==> src/rtl/handshaked_rr_arbiter_if.sv <==
`default_nettype none
// ============================================================================
// Module   : handshaked_rr_arbiter_if
// Brief    : Requester-side and downstream handshake bundle for the arbiter.
// Revision : 1.0 - initial release
// ============================================================================
interface handshaked_rr_arbiter_if #(
    parameter int DATA_WIDTH = 2,
    parameter int INPUTS     = 4
);
    logic [INPUTS*DATA_WIDTH-1:0] din_data;
    logic [INPUTS-1:0]            din_last;
    logic [INPUTS-1:0]            din_vld;
    logic [INPUTS-1:0]            din_rd;
    logic [DATA_WIDTH-1:0]        dout_data;
    logic                         dout_last;
    logic [2:0]                   dout_src;
    logic                         dout_vld;
    logic                         dout_rd;

    modport slave (
        input  din_data, din_last, din_vld, dout_rd,
        output din_rd, dout_data, dout_last, dout_src, dout_vld
    );

    modport master (
        output din_data, din_last, din_vld, dout_rd,
        input  din_rd, dout_data, dout_last, dout_src, dout_vld
    );
endinterface
`default_nettype wire

==> src/rtl/handshaked_rr_arbiter.sv <==
`default_nettype none
// ============================================================================
// Module   : handshaked_rr_arbiter
// Brief    : Round-robin N:1 valid/ready arbiter with a one-beat output register.
//            Define HANDSHAKED_RR_ARBITER_PKT_LOCK_EN to hold the grant for a
//            whole packet (until din_last).
// Revision : 1.0 - initial release
// ============================================================================
module handshaked_rr_arbiter #(
    parameter int DATA_WIDTH = 2,
    parameter int INPUTS     = 4
) (
    input  wire                    clk,
    input  wire                    rst,
    handshaked_rr_arbiter_if.slave bus
);
    localparam int            PW        = $clog2(INPUTS);
    localparam logic [PW-1:0] C_PTR_RST = PW'(INPUTS - 1);

    logic [PW-1:0]         r_ptr;
    logic                  r_dout_vld;
    logic [DATA_WIDTH-1:0] r_dout_data;
    logic                  r_dout_last;
    logic [2:0]            r_dout_src;

    logic [INPUTS-1:0]     w_elig;
    logic [INPUTS-1:0]     w_din_rd;
    logic [PW-1:0]         w_gnt;
    logic                  w_gnt_vld;
    logic                  w_load_en;
    logic                  w_xfer;
    logic [DATA_WIDTH-1:0] w_sel_data;
    logic                  w_sel_last;

`ifdef HANDSHAKED_RR_ARBITER_PKT_LOCK_EN
    typedef enum logic [0:0] {
        S_IDLE   = 1'b0,
        S_LOCKED = 1'b1
    } state_t;

    state_t        r_state;
    logic [PW-1:0] r_lock;

    // While a packet is in flight only its owner may be granted.
    always_comb begin
        w_elig = '0;
        if (r_state == S_LOCKED) begin
            w_elig[r_lock] = bus.din_vld[r_lock];
        end else begin
            w_elig = bus.din_vld;
        end
    end

    always_ff @(posedge clk) begin
        if (rst) begin
            r_state <= S_IDLE;
            r_lock  <= '0;
        end else begin
            case (r_state)
                S_IDLE: begin
                    if (w_xfer && !w_sel_last) begin
                        r_state <= S_LOCKED;
                        r_lock  <= w_gnt;
                    end
                end
                S_LOCKED: begin
                    if (w_xfer && w_sel_last) begin
                        r_state <= S_IDLE;
                    end
                end
                default: r_state <= S_IDLE;
            endcase
        end
    end
`else
    assign w_elig = bus.din_vld;
`endif

    // Two passes: indices above the pointer first, then wrap to the low ones.
    always_comb begin
        w_gnt_vld = 1'b0;
        w_gnt     = '0;
        for (int i = 0; i < INPUTS; i++) begin
            if (!w_gnt_vld && (PW'(i) > r_ptr) && w_elig[i]) begin
                w_gnt_vld = 1'b1;
                w_gnt     = PW'(i);
            end
        end
        for (int i = 0; i < INPUTS; i++) begin
            if (!w_gnt_vld && (PW'(i) <= r_ptr) && w_elig[i]) begin
                w_gnt_vld = 1'b1;
                w_gnt     = PW'(i);
            end
        end
    end

    always_comb begin
        w_sel_data = '0;
        w_sel_last = 1'b0;
        for (int i = 0; i < INPUTS; i++) begin
            if (w_gnt == PW'(i)) begin
                w_sel_data = bus.din_data[i*DATA_WIDTH +: DATA_WIDTH];
                w_sel_last = bus.din_last[i];
            end
        end
    end

    assign w_load_en = !r_dout_vld || bus.dout_rd;
    assign w_xfer    = !rst && w_load_en && w_gnt_vld;

    always_comb begin
        w_din_rd = '0;
        if (w_xfer) begin
            w_din_rd[w_gnt] = 1'b1;
        end
    end

    always_ff @(posedge clk) begin
        if (rst) begin
            r_ptr       <= C_PTR_RST;
            r_dout_vld  <= 1'b0;
            r_dout_data <= '0;
            r_dout_last <= 1'b0;
            r_dout_src  <= '0;
        end else if (w_xfer) begin
            r_ptr       <= w_gnt;
            r_dout_vld  <= 1'b1;
            r_dout_data <= w_sel_data;
            r_dout_last <= w_sel_last;
            r_dout_src  <= 3'(w_gnt);
        end else if (bus.dout_rd) begin
            r_dout_vld  <= 1'b0;
        end
    end

    assign bus.din_rd    = w_din_rd;
    assign bus.dout_vld  = r_dout_vld;
    assign bus.dout_data = r_dout_data;
    assign bus.dout_last = r_dout_last;
    assign bus.dout_src  = r_dout_src;
endmodule
`default_nettype wire

==> src/flat_wrapper.sv <==
// flat-port wrapper written by rule: the top's interface ports become plain ports
module handshaked_rr_arbiter_flat 
#(
    parameter int DATA_WIDTH = 2,
    parameter int INPUTS     = 4
)
  (clk, rst, bus_din_data, bus_din_last, bus_din_vld, bus_dout_rd, bus_din_rd, bus_dout_data, bus_dout_last, bus_dout_src, bus_dout_vld);
  handshaked_rr_arbiter_if #(.DATA_WIDTH(DATA_WIDTH), .INPUTS(INPUTS)) bus_i ();
  input  wire clk;
  input  wire rst;
  input wire logic [$bits(bus_i.din_data)-1:0] bus_din_data;
  input wire logic [$bits(bus_i.din_last)-1:0] bus_din_last;
  input wire logic [$bits(bus_i.din_vld)-1:0] bus_din_vld;
  input wire logic [$bits(bus_i.dout_rd)-1:0] bus_dout_rd;
  output wire logic [$bits(bus_i.din_rd)-1:0] bus_din_rd;
  output wire logic [$bits(bus_i.dout_data)-1:0] bus_dout_data;
  output wire logic [$bits(bus_i.dout_last)-1:0] bus_dout_last;
  output wire logic [$bits(bus_i.dout_src)-1:0] bus_dout_src;
  output wire logic [$bits(bus_i.dout_vld)-1:0] bus_dout_vld;
  assign bus_i.din_data = bus_din_data;
  assign bus_i.din_last = bus_din_last;
  assign bus_i.din_vld = bus_din_vld;
  assign bus_i.dout_rd = bus_dout_rd;
  assign bus_din_rd = bus_i.din_rd;
  assign bus_dout_data = bus_i.dout_data;
  assign bus_dout_last = bus_i.dout_last;
  assign bus_dout_src = bus_i.dout_src;
  assign bus_dout_vld = bus_i.dout_vld;
  handshaked_rr_arbiter #(.DATA_WIDTH(DATA_WIDTH), .INPUTS(INPUTS)) u_core (.clk(clk), .rst(rst), .bus(bus_i));
endmodule
==> config.mk <==
export PLATFORM = sky130hd
export DESIGN_NAME = handshaked_rr_arbiter_flat
export DESIGN_NICKNAME = d
export VERILOG_FILES = /design/src/rtl/handshaked_rr_arbiter_if.sv /design/src/rtl/handshaked_rr_arbiter.sv /design/src/flat_wrapper.sv
export SDC_FILE = /design/constraint.sdc
export NUM_CORES = 1
export LEC_CHECK = 0
export ABC_AREA = 1
export CAP_MARGIN = 20
export CORE_UTILIZATION = 42
export CTS_CLUSTER_SIZE = 30
export DETAILED_ROUTE_END_ITERATION = 10
export PLACE_DENSITY = 0.82
export SLEW_MARGIN = 20
export SYNTH_ARGS = -nofsm -noshare
export SYNTH_HDL_FRONTEND = slang
export SYNTH_SLANG_ARGS = --single-unit
==> constraint.sdc <==
create_clock -name clk -period 3.93 [get_ports clk]
set_clock_uncertainty 0.1 [all_clocks]
set_input_delay 1.179 -clock clk [delete_from_list [all_inputs] [get_ports clk]]
set_output_delay 1.179 -clock clk [all_outputs]
set_load 0.02 [all_outputs]
==> impl_results.md <==
- Vias/cell: 4.89
- Setup WS pre-CTS: -0.410 ns
- Finished Layout Cells: 152
- Ys async rst share: 0
- RSZ-0062 raised after global routing: yes
- Vias in the first global route: 633
- Antenna violations before repair: 0
- #FFs+latches synth: 8
- Hold Crit Class: reg2reg
- Distinct cell type count after synthesis: 21
- Clock Latency Late Sink: 0.25 ns
- R2r endpoint: u_core.bus.dout_data[0]
- Die ar.: 0.00165 sq mm
- DR iter-0 viols: 8
- Register area share after synthesis: 0.256
- RR Startpoint: u_core.r_ptr[1]
- Yosys top cell by area: dfxtp_1
- WS Path Type: in2out
- Max VDD drop: 0.000270 V
- Drt total wl: 1680 um
- Crit path from: bus_din_vld[2]
- Largest net degree at the start of global routing: 8
- Vias: 743
- Max Slew Vio Count: 0
- Reg clk slew, reported paths: 0.05 ns
- Die Span Y: 40.6 um
- Yosys warns: 0
- WHS Path Cells: 2
- Post-DP HPWL: 1350 um
- Antenna-violating nets left: 0
- Synth Area per Inst: 6.59 sq um
- Period utilization: 0.989
- CTS tree: done
- Final setup vio count: 0
- Number of synthesized flops with an enable pin: 0
- Root buffer cell: clkbuf_4
- # rows: 13
- Power per cell area: 328 mW/mm^2
- Final hold vios: 0
- Worst R2R Setup Slack: 2.06 ns
- Switch share: 0.389
- Max_cap viols: 0
- P&R area growth vs syn: 67.8%
- Sw power: 0.134 mW
- DR WL met3: 62 um
- TritonRoute pass-1 iters: 4
- Global Route Usage Sum: 0.225
- Leakage: 0.504 nW
- Syn Std Cell Area: 626 sq um
- Fraction of layout cells with a size suffix above 1: 0.285
- Top cell type's share of synthesized area: 0.256
- DR DRC count: 0
- Post-synthesis instance total: 95
- Routed WL per cell: 11.0 um
- Combinational cell fraction of total power: 0.535
- Most common flop cell mapped by yosys: dfxtp_1
- Number of nets in the layout: 158
- Fmax achieved: 257 MHz
- Initial Util: 0.463
- Die W: 40.6 um
- Status: finished clean
- Most frequent cell after synthesis: nand2_1
- WP data arrival: 2.61 ns
- Critical path peak fanout: 5
- Ports: 30
- Total CTS buffers: 3
- Top post-synthesis cells by area: dfxtp_1 26%, nand2_1 14%, inv_1 6.6%
- CP Capture Type: primary output
- CTS Buffer Depth: 2
- Buffers on Ports: 28
- Met1 wire length: 711 um
- Startpoint types: input pin
- Internal cell power: 0.210 mW
- Flop pwr share: 0.287
- Tmin final: 3.89 ns
- Reg2reg path depth: 12
- Most frequent cells after synthesis: 23 x nand2_1, 11 x inv_1, 8 x a21oi_1, 8 x dfxtp_1, 6 x nand4_1
- Net Count, Synth: 114
- Placed cells: 149
- CTS H-tree depth: 1
- Diode count: 0
- Global-route wire length before repair: 2420 um
- # Post-CTS Setup Buffers: 0
- Highest Signal Layer: met4
- Routed met2 length: 892 um
- Core area: 0.00135 sq mm
- Final Wtd Congestion: 0.746
- Final worst setup slack: 0.0425 ns
- Critical Path RT: 2.65 ns
- Clock sinks: 8
- Worst setup endpoint: bus_din_rd[3]
- # hold bufs at CTS: 0
- Clock Power Share: 0.178
- Global route total overflow: 0
worst min-delay path by stage:
stage | from | to | slack (ns)
3_5_place_dp | u_core.bus.dout_src[0] | u_core.bus.dout_src[0] | 0.35
5_1_grt | u_core.bus.dout_data[1] | u_core.bus.dout_data[1] | 0.38
4_1_cts | u_core.bus.dout_data[1] | u_core.bus.dout_data[1] | 0.37
2_1_floorplan | u_core.r_ptr[0] | u_core.r_ptr[0] | 0.37
6_report | u_core.bus.dout_data[1] | u_core.bus.dout_data[1] | 0.36
3_3_place_gp | u_core.bus.dout_src[0] | u_core.bus.dout_src[0] | 0.35
metal layers:
metal	global-route usage	up-vias
met5	0	-
li1	-	395
met4	0.125	0
met3	0.0333	2
met2	0.393	18
met1	0.256	328
critical path: stages:
cell	delay [ns]
clkdlybuf4s50_1	0.45
nand2_2	0.12
nand4_4	0.17
nor2_4	0.12
nand2_2	0.10
nand2_4	0.13
nand2_4	0.06
nor2_1	0.12
buf_4	0.16
metrics by stage:
stage          total power [mW]  area (sq um)  hold WS [ns]  utilization  setup TNS (ns)
2_1_floorplan             0.200           626         0.373            -               0
3_3_place_gp              0.272          1010         0.350        0.746           -1.25
3_5_place_dp              0.276          1010         0.352        0.746           -1.43
4_1_cts                   0.338          1020         0.365        0.753               0
5_1_grt                   0.366          1050         0.381        0.778         -0.0155
6_report                  0.344          1050         0.360        0.778               0
cells in the final DEF (no fill, tap or decap):
master	count
clkbuf_2	1
nand3_1	5
o21ai_1	4
o21ai_0	3
dfxtp_1	8
nor2_1	5
clkbuf_4	3
nand4_4	1
nand2_1	22
nor3_1	1
dlymetal6s2s_1	1
nor2_4	2
nand2_4	3
a21oi_1	8
inv_2	4
buf_4	15
inv_1	11
nor2_8	1
conb_1	1
a21oi_4	1
nand4_1	6
nor2_2	2
clkdlybuf4s50_1	23
nor3_4	2
nand2_2	4
what timing repair did:
action	in CTS	in global routing
endpoints found under the hold margin	0	0
resized for setup	17	11
pin swaps	1	1
endpoints found under the setup margin	4	4
cell type report:
cell class	count	area, sq um
flip-flops and latches	8	160
clock buffers	3	22.5
multi-input cells	71	432
repair buffers	40	360
fillers	109	300
well taps	15	18.8
inverters	15	56.3
power by group through the flow:
stage	clock network (mW)	registers, mW	logic [mW]
after floorplan	0	0.107	0.0935
after global placement	0	0.0992	0.172
after detailed placement	0	0.0998	0.177
after CTS	0.0646	0.0986	0.175
after global routing	0.0662	0.100	0.199
final	0.0614	0.0987	0.184
flip-flops by register name, indices dropped and copies added (netlist names):
register and cells:
u_core.bus.dout_data 2, u_core.bus.dout_last 1, u_core.bus.dout_src 2, u_core.bus.dout_vld 1, u_core.r_ptr 2
kinds of logic after synthesis:
kind of cell	Yosys count	synth area share
DFF	8	0.256
other	1	0.00599
and+or+nand+nor	54	0.490
AOI/OAI and AO/OA	16	0.146
buffers and inverters	16	0.102
No activity file was read; power rests on OpenSTA's default activity.
==> patch, RTL diff (config.mk and constraints unchanged) <==
The option `HANDSHAKED_RR_ARBITER_PKT_LOCK_EN` is turned on by a define.
--- a/src/rtl/handshaked_rr_arbiter.sv
+++ b/src/rtl/handshaked_rr_arbiter.sv
@@ -7,4 +7,6 @@
 // Revision : 1.0 - initial release
 // ============================================================================
+`define HANDSHAKED_RR_ARBITER_PKT_LOCK_EN
+
 module handshaked_rr_arbiter #(
     parameter int DATA_WIDTH = 2,
Formal check against the unedited RTL: not equivalent (a bounded check fails within 4 cycles, from zero or initial values and one cycle with rst high).
==> patch against the original RTL <==
  * Worst setup slack gained 0.015 ns
  * Area after synthesis increased by 27%
  * Power rose to 3.4 times the old value
  * Sequential cell count increased by 3
  * Combinational power increased to 4.9 times the old value
  * Routed wire length is 61% higher
  * Count of clock-buffer cells in the layout increased by 1
  * Design area is 34% higher
  * Critical path type unchanged
  * Critical endpoint is now bus_din_rd[1]
==> patch: results (changes against the original RTL) <==
- The maximum vdd drop is 531 uV (was 270 uV).
- The total CTS buffers was 3 (unchanged).
- The delay contributed by the slowest stage of the critical path is 0.22 ns (was 0.45 ns).
- Cell types with the largest area share after synthesis: dfxtp_1 28%, nand2_1 18%, inv_1 9.0%, nand4_1 6.3%, nor2_1 5.2% (was dfxtp_1 26%, nand2_1 14%, inv_1 6.6%, a21oi_1 6.4%, nand4_1 6.0%).
- The final net count was 204 (was 158).
- The post-synth net total came to 144 (was 114).
- The total wire length after detailed routing is 2700 um (was 1680 um).
- The worst setup slack after placement came to -0.653 ns (was -0.410 ns).
- Outcome: completed (unchanged).
- The initial antenna violation count was 1 (was 0).
- Top post-synthesis cells by count: 37 x nand2_1, 19 x inv_1, 11 x dfxtp_1, 11 x nor2_1 (was 23 x nand2_1, 11 x inv_1, 8 x a21oi_1, 8 x dfxtp_1, 6 x nand4_1).
- The wire length of the first global-routing pass is 4030 um (was 2420 um).
- The cell with the largest stage delay on the worst path was dlygate4sd2_1 (was clkdlybuf4s50_1).
- The total global routing track utilization is 26.6% (was 22.5%).
- The most frequent standard cell in the layout excluding fill and tap cells is nand2_1 (was clkdlybuf4s50_1).
- The leakage component of the power was 0.706 nW (was 0.504 nW).
- The count of cell types in the netlist was 24 (was 21).
- The max-slew violation total from the final report is 0 (unchanged).
- The clock-pin slew on the worst setup and hold paths is 0.06 ns.
- The pin count of the biggest net entering global routing was 9 (was 8).
- The class of the most critical hold timing path is reg2reg (unchanged).
- The number of violations reported at the end of detailed-routing iteration 0 came to 20 (was 8).
- The internal power summed over all cells is 0.609 mW (was 0.210 mW).
- The detailed placer's ending HPWL is 1770 um (was 1350 um).
- The mean number of vias per cell is 4.91 (was 4.89).
- The arrival time of the worst setup path is 2.59 ns (was 2.61 ns).
- The fraction of layout cells with a size suffix above 1 is 35.9% (was 28.5%).
- The fraction of synthesis flops using an asynchronous set or reset pin is 0% (unchanged).
- The root buffer selected by CTS is clkbuf_4 (unchanged).
- The clock network latency to the later pin of the worst-skew pair is 0.28 ns (was 0.25 ns).
- The most frequently used flop master after synthesis is dfxtp_1 (unchanged).
- The number of levels in the clock H-tree is 1 (unchanged).
- The fill cell total of the finished layout is 115 (was 109).
- The final RePlAce weighted congestion is 0.857 (was 0.746).
- The via count of the first global-routing pass is 1005 (was 633).
- The sequential element share of the synthesized area came to 27.8% (was 25.6%).
patch: cell count changes after synthesis, moves of 3 or more:
cell | before | now
nor2_1 | 5 | 11
o21ai_1 | 4 | 1
nand2_1 | 23 | 37
nor2_2 | 4 | 1
inv_1 | 11 | 19
dfxtp_1 | 8 | 11
nand3_1 | 5 | 8
patch: critical path, delay by kind of cell:
| family | cells | cell delay, ns |
|---|---|---|
| compound gates | 1 | 0.15 |
| buf+inv | 3 | 0.44 |
| simple gates | 7 | 0.82 |
patch: kinds of logic after synthesis:
group,Yosys count,synth area share [%]
buf+inv,23,11.5
other cells,1,0.473
simple gates,76,49.0
flops,11,27.8
compound gates,14,11.2
patch: final timing paths:
path,from,cells past startpoint,slack (ns),to
worst max register to register,u_core.r_state,12,1.68,u_core.r_ptr[1]
worst min-delay path,u_core.bus.dout_src[1],2,0.37,u_core.bus.dout_src[1]
worst min register to register,u_core.bus.dout_src[1],2,0.37,u_core.bus.dout_src[1]
worst max-delay path,bus_din_vld[1],11,0.06,bus_din_rd[1]
patch: layout make-up:
class | instances | share of cell area, %
diodes | 1 | 0.177
well taps | 25 | 2.22
multi-input cells | 91 | 38.7
clock buffers | 4 | 1.86
inverters | 21 | 5.59
flip-flops and latches | 11 | 15.6
repair buffers | 57 | 35.9
patch: metal layers:
metal	global-route usage, %	share of wire (%)	up-vias	wire [um]
met5	0	0	-	0
met4	10.3	2.9	0	79
met3	4.37	6.2	9	167
met2	47.7	50	43	1350
met1	31.1	41	464	1110
li1	-	-	515	-
patch: what timing repair did:
action,in CTS,in global routing
hold buffers,0,0
endpoints found under the setup margin,4,4
pin swaps,14,8
gates resized for setup,38,10
endpoints found under the hold margin,0,0
buffers inserted,7,2
patch: power groups by stage:
stage | Sequential (mW) | Combinational, mW | Clock, mW
floorplan | 0.216 | 0.400 | 0
global placement | 0.200 | 0.677 | 0
detailed placement | 0.202 | 0.702 | 0
finish | 0.204 | 0.893 | 0.0798
CTS | 0.201 | 0.827 | 0.0773
global route | 0.211 | 0.964 | 0.0842
patch: stage by stage:
stage          area, um^2  setup TNS, ns  instances
2_1_floorplan         792              0        125
3_3_place_gp         1240          -2.34        196
3_5_place_dp         1240          -2.51        196
4_1_cts              1370              0        207
5_1_grt              1410        -0.0202        210
6_report             1410              0        210
